[config.mk]
export PLATFORM = sky130hd
export DESIGN_NAME = ivector_rr
export DESIGN_NICKNAME = d
export VERILOG_FILES = /design/src/rtl/ivector_rr.sv
export SDC_FILE = /design/constraint.sdc
export NUM_CORES = 2
export LEC_CHECK = 0
export ABC_AREA = 1
export CAP_MARGIN = 20
export CORE_MARGIN = 2
export CORE_UTILIZATION = 55
export DETAILED_ROUTE_END_ITERATION = 8
export MAX_ROUTING_LAYER = met4
export PLACE_DENSITY = 0.72
export SYNTH_ARGS = -nofsm -noshare
export SYNTH_HDL_FRONTEND = slang
export SYNTH_SLANG_ARGS = --single-unit
[constraint.sdc]
create_clock -name CLK -period 5.25 [get_ports CLK]
set_input_delay 1.05 -clock CLK [delete_from_list [all_inputs] [get_ports CLK]]
set_output_delay 1.05 -clock CLK [all_outputs]
set_load 0.005 [all_outputs]
[src/rtl/ivector_rr.sv]
// ivector_rr: message demultiplexer / round-robin arbiter.
// Each in_say beat is steered by its meth index into one of NCHAN
// circular FIFOs.  A round-robin arbiter drains the non-empty FIFOs
// onto out_heard and tags each beat with its channel index.  Beats whose
// index is out of range are dropped and counted (saturating).
//
// Ports:
//   CLK             clock, rising edge
//   nRST            asynchronous active-low reset
//   in_say__ENA     enqueue request (transfer on ENA & RDY)
//   in_say_meth     destination channel index (all 32 bits compared)
//   in_say_v        payload
//   in_say__RDY     acceptance: always 1 for out-of-range meth, else not-full
//   out_heard__ENA  beat valid (grant exists & consumer ready)
//   out_heard_meth  granted channel index, 0 when no grant
//   out_heard_v     head entry of the granted channel, 0 when no grant
//   out_heard__RDY  consumer ready
//   drop_count      saturating count of dropped beats
module ivector_rr #(
    parameter int NCHAN = 10,
    parameter int DEPTH = 4,
    parameter int WIDTH = 32
) (
    input  logic             CLK,
    input  logic             nRST,
    input  logic             in_say__ENA,
    input  logic [31:0]      in_say_meth,
    input  logic [WIDTH-1:0] in_say_v,
    output logic             in_say__RDY,
    output logic             out_heard__ENA,
    output logic [31:0]      out_heard_meth,
    output logic [WIDTH-1:0] out_heard_v,
    input  logic             out_heard__RDY,
    output logic [15:0]      drop_count
);

    localparam int AW = $clog2(DEPTH);
    localparam int CW = $clog2(DEPTH + 1);
    localparam int PW = $clog2(NCHAN);

    logic [WIDTH-1:0] mem_q  [NCHAN][DEPTH];
    logic [AW-1:0]    wptr_q [NCHAN];
    logic [AW-1:0]    wptr_d [NCHAN];
    logic [AW-1:0]    rptr_q [NCHAN];
    logic [AW-1:0]    rptr_d [NCHAN];
    logic [CW-1:0]    cnt_q  [NCHAN];
    logic [CW-1:0]    cnt_d  [NCHAN];
    logic [PW-1:0]    prio_q;
    logic [PW-1:0]    prio_d;
    logic [15:0]      drop_q;
    logic [15:0]      drop_d;

    logic             oob_s;
    logic [PW-1:0]    sel_s;
    logic             enq_s;
    logic             grant_vld_s;
    logic [PW-1:0]    grant_s;
    logic             deq_s;
    logic [PW:0]      sum_s  [NCHAN];
    logic [PW-1:0]    cand_s [NCHAN];
    logic [PW:0]      prio_sum_s;

    // Input decode: the full 32-bit index decides in/out of range.
    always_comb begin
        oob_s = (in_say_meth >= 32'(NCHAN));
        sel_s = in_say_meth[PW-1:0];
        if (oob_s) begin
            in_say__RDY = 1'b1;
        end else begin
            // Registered count only: a full channel stays not-ready even
            // when it is being drained this cycle.
            in_say__RDY = (cnt_q[sel_s] < CW'(DEPTH));
        end
        enq_s = in_say__ENA & in_say__RDY & ~oob_s;
    end

    // Round-robin search starting at prio; the lowest offset wins, so the
    // scan runs from the highest offset down and later hits overwrite.
    always_comb begin
        grant_vld_s = 1'b0;
        grant_s     = {PW{1'b0}};
        for (int i = 0; i < NCHAN; i++) begin
            sum_s[i] = {1'b0, prio_q} + (PW+1)'(i);
            if (sum_s[i] >= (PW+1)'(NCHAN)) begin
                cand_s[i] = PW'(sum_s[i] - (PW+1)'(NCHAN));
            end else begin
                cand_s[i] = PW'(sum_s[i]);
            end
        end
        for (int i = NCHAN - 1; i >= 0; i--) begin
            grant_vld_s = grant_vld_s | (cnt_q[cand_s[i]] != {CW{1'b0}});
            grant_s     = (cnt_q[cand_s[i]] != {CW{1'b0}}) ? cand_s[i] : grant_s;
        end
    end

    // Output port drive from registered state.
    always_comb begin
        deq_s          = grant_vld_s & out_heard__RDY;
        out_heard__ENA = deq_s;
        drop_count     = drop_q;
        if (grant_vld_s) begin
            out_heard_meth = 32'(grant_s);
            out_heard_v    = mem_q[grant_s][rptr_q[grant_s]];
        end else begin
            out_heard_meth = 32'd0;
            out_heard_v    = {WIDTH{1'b0}};
        end
    end

    // Next-state for per-channel pointers/counts, priority and drop counter.
    always_comb begin
        for (int c = 0; c < NCHAN; c++) begin
            wptr_d[c] = wptr_q[c];
            rptr_d[c] = rptr_q[c];
            cnt_d[c]  = cnt_q[c];
            if (enq_s && (sel_s == PW'(c))) begin
                wptr_d[c] = wptr_q[c] + AW'(1'b1);
            end else begin
                wptr_d[c] = wptr_q[c];
            end
            if (deq_s && (grant_s == PW'(c))) begin
                rptr_d[c] = rptr_q[c] + AW'(1'b1);
            end else begin
                rptr_d[c] = rptr_q[c];
            end
            case ({enq_s && (sel_s == PW'(c)), deq_s && (grant_s == PW'(c))})
                2'b10:   cnt_d[c] = cnt_q[c] + CW'(1'b1);
                2'b01:   cnt_d[c] = cnt_q[c] - CW'(1'b1);
                default: cnt_d[c] = cnt_q[c];
            endcase
        end

        prio_sum_s = {1'b0, grant_s} + (PW+1)'(1'b1);
        if (deq_s) begin
            if (prio_sum_s >= (PW+1)'(NCHAN)) begin
                prio_d = {PW{1'b0}};
            end else begin
                prio_d = PW'(prio_sum_s);
            end
        end else begin
            prio_d = prio_q;
        end

        if (in_say__ENA && oob_s && (drop_q != 16'hFFFF)) begin
            drop_d = drop_q + 16'd1;
        end else begin
            drop_d = drop_q;
        end
    end

    // Control state registers with asynchronous clear.
    always_ff @(posedge CLK or negedge nRST) begin
        if (!nRST) begin
            for (int c = 0; c < NCHAN; c++) begin
                wptr_q[c] <= {AW{1'b0}};
                rptr_q[c] <= {AW{1'b0}};
                cnt_q[c]  <= {CW{1'b0}};
            end
            prio_q <= {PW{1'b0}};
            drop_q <= 16'h0000;
        end else begin
            for (int c = 0; c < NCHAN; c++) begin
                wptr_q[c] <= wptr_d[c];
                rptr_q[c] <= rptr_d[c];
                cnt_q[c]  <= cnt_d[c];
            end
            prio_q <= prio_d;
            drop_q <= drop_d;
        end
    end

    // FIFO storage write; contents are deliberately not reset.
    always_ff @(posedge CLK) begin
        if (enq_s) begin
            mem_q[sel_s][wptr_q[sel_s]] <= in_say_v;
        end
    end

endmodule

==> metrics.md <==
| Metric | Value |
|---|---|
| Initial core utilization | `0.556` |
| HP Class | `in -> async` |
| Max stage delay cell, worst path | `dfrtp_1` |
| CTS Root Cell | `clkbuf_16` |
| H-tree levels | `4` |
| Crit path arrival time | `~5.3 ns` |
| # clock sinks | `between 1k and 1.5k` |
| DIE AREA | `about 120000 sq um` |
| Area contributors post-synth | `edfxtp_1 (62%), nand2_1 (12%), nor2_1 (4.0%)` |
| Final hold viol count | `0` |
| TNS Setup | `-34.35 ns` |
| Outcome | `finished, violations left` |
| Critical Path RT | `~4.2 ns` |
| Row count | `around 120` |
| Post-synthesis register bit count | `about 1.4k` |
| Vias | `approximately 48k` |
| Critical Path Fanout Max | `8` |
| EDFF count, synth | `between 1k and 1.5k` |
| Final GP Congestion | `slightly below 0.9` |
| Synth warn | `0` |
| DIE HEIGHT | `339 microns` |
| Post-Syn Area per Cell | `approximately 10 sq um` |
| Layout Skew | `~0.032 ns` |
| Fraction of layout cells with a size suffix above 1 | `0.202` |
| Setup violations, final | `36` |
| Most used cell, CP | `nand2_2` |
| Slew margin rel. | `0.371` |
| Core area | `111000 sq um` |
| Vias in the first global route | `between 40k and 50k` |
| Post-synth top area share | `0.622` |
| Pin count of the biggest net entering global routing | `50` |
| Reg2Reg Depth | `31` |
| TritonCTS Buffers | `140` |
| Most frequent cells in the layout | `nand2_1 (1784), edfxtp_1 (1280), inv_1 (606)` |
| Endpoint type of the worst setup path | `primary output` |
| Synth async-reset ratio | `0.0657` |
| Die W | `approximately 340 microns` |
| Violated checks | `negative setup slack` |
| CP peak stage delay | `between 0.4 and 0.5 ns` |
| DR DRC count | `0` |
| Slew @ Worst Pin | `roughly 0.94 ns` |
| Global route total overflow | `0` |
| Cell area after synthesis | `roughly 62000 sq um` |
| Fmax | `~160 MHz` |
| DR pass1 iterations | `7` |
| Area Growth Syn to Fin | `26.3%` |
| Synth area leader | `edfxtp_1` |
| First-pass GRT wire length | `between 200000 and 300000 microns` |
| RSZ-0062 raised after global routing | `yes` |
| Leading register cell type out of synthesis | `edfxtp_1` |
| Crit start category | `register` |
| Final Critical Period | `about 6.4 ns` |
| Port buffer count | `121` |
| Distinct cells, synth | `52` |
| Most common cell after layout, fill and taps aside | `nand2_1` |
| Cts-stage hold buffer count | `0` |
| Post-Synthesis Cells | `slightly above 6k` |
| Fin nets | `around 6.9k` |
| Initial DRC Count | `about 6.8k` |
| Crit Path Class | `reg -> out` |
| CTS tree | `done` |
| Final wirelength | `between 200000 and 250000 microns` |
| # IOs | `150` |
| Antenna violations before repair | `13` |
| CTS Buffer Depth | `3` |
| Drt wl/cell | `between 20 and 25 microns` |
| Final period util | `1.22` |
| Clock-pin slew on the worst setup and hold paths | `about 0.060 ns` |
| Antenna-violating nets left | `0` |
| Slew Viols, Final | `0` |
| DP HPWL | `between 100000 and 150000 microns` |
| Post-synthesis sequential area ratio | `0.658` |
| Worst Setup Slack, final | `-1.13 ns` |
| Vias/cell | `just under 6` |
| # fillers | `7492` |
| Clock latency at the later pin of the worst-skew pair | `just under 0.8 ns` |
| Max Cap Viol | `0` |
| GRT Util Overall | `0.343` |
[layer usage]
layer | vias up | track usage | wire length, microns
met5 | - | - | 0
met4 | 0 | 0.155 | 12600
met3 | 881 | 0.0705 | 25900
met2 | 3322 | 0.538 | 92700
met1 | 22800 | 0.432 | 70600
li1 | 21300 | - | -
[what timing repair did]
| action | in CTS | in global routing |
|---|---|---|
| pin swaps | 66 | 185 |
| buffers inserted | 97 | 85 |
| resized for setup | 417 | 466 |
| setup endpoints to repair | 37 | 44 |
| endpoints found under the hold margin | 0 | 0 |
| cloned | 28 | 18 |
[flip-flops by register name (all words and copies together), names as in the netlist]
name and cells:
rptr_q 20, drop_count 16, cnt_q 30, mem_q 1280, wptr_q 20, prio_q 4
[cell usage after synthesis (4+ instances only)]
cell      instances
a21oi_1         140
a22oi_1           7
a31oi_1           4
buf_1             5
buf_2           155
buf_4            65
buf_6            18
clkbuf_1         68
dfrtp_1          90
edfxtp_1       1280
fa_1             11
ha_1             33
inv_1           615
inv_2            15
nand2_1        1921
nand2_2          14
nand3_1         111
nand3b_1        148
nand4_1          21
nor2_1          656
nor2_2            5
nor2_4            4
nor3_1           25
nor3_2            4
nor4_1            9
o211ai_1          8
o21ai_0         404
o21ai_1         115
o21ai_2           4
o21bai_1          7
o22ai_1           5
xnor2_1          20
xor2_1           57
[kinds of logic (layout without fill, tap and decap cells)]
logic type | Yosys count | count (layout) | synth area share
simple gates | 2926 | 2928 | 0.193
fa+ha+maj | 44 | 44 | 0.0102
xor+xnor | 80 | 80 | 0.0117
buf+inv | 943 | 1698 | 0.0666
compound gates | 707 | 707 | 0.0595
other cells | 1 | 34 | 0.0000607
flops | 1370 | 1370 | 0.658
[through the flow]
stage / utilization / area [sq um] / setup slack (ns) / std cells / hold slack [ns]
after global placement: 0.616 / 68400 / -0.713 / 7884 / 0.457
after floorplan: - / 61900 / 0.345 / 6098 / 0.437
after detailed placement: 0.617 / 68600 / -0.801 / 7890 / 0.457
after global routing: 0.703 / 78100 / -1.36 / 8349 / 0.335
final: 0.703 / 78100 / -1.13 / 8349 / 0.302
after CTS: 0.681 / 75700 / -1.26 / 8258 / 0.307
[cell type report]
type                    instances  area, sq um  area share
clock inverters                71          646     0.00827
flip-flops and latches       1370        40700       0.521
diodes                          6         15.0    0.000192
clock buffers                 177         3680      0.0472
multi-input cells            3787        19200       0.246
repair buffers                818         9550       0.122
inverters                     632         2400      0.0307
well taps                    1488         1860      0.0238
[worst max-delay path: cells and delay by family (launching register included)]
kind / cells / cell delay, ns
AND/OR/NAND/NOR: 20 / 1.94
buffers and inverters: 9 / 1.24
flip-flops: 1 / 0.42
adder cells (fa/ha/maj): 2 / 0.37
AO/OA/AOI/OAI: 3 / 0.36
XOR/XNOR: 1 / 0.21
[final timing paths]
check                      slack, ns         endpoint       from
hold / removal                  0.30   drop_count[15]       nRST
setup / recovery               -1.13  out_heard_v[18]  prio_q[1]
hold reg to reg                 0.47        wptr_q[7]  wptr_q[7]
max in group asynchronous       3.87        prio_q[3]       nRST
setup reg to reg                0.18         cnt_q[8]  prio_q[1]
min in group CLK                0.47        wptr_q[7]  wptr_q[7]
Power is not shown: default switching activity piles up to over one toggle a cycle in this logic, so the estimate is an artifact.
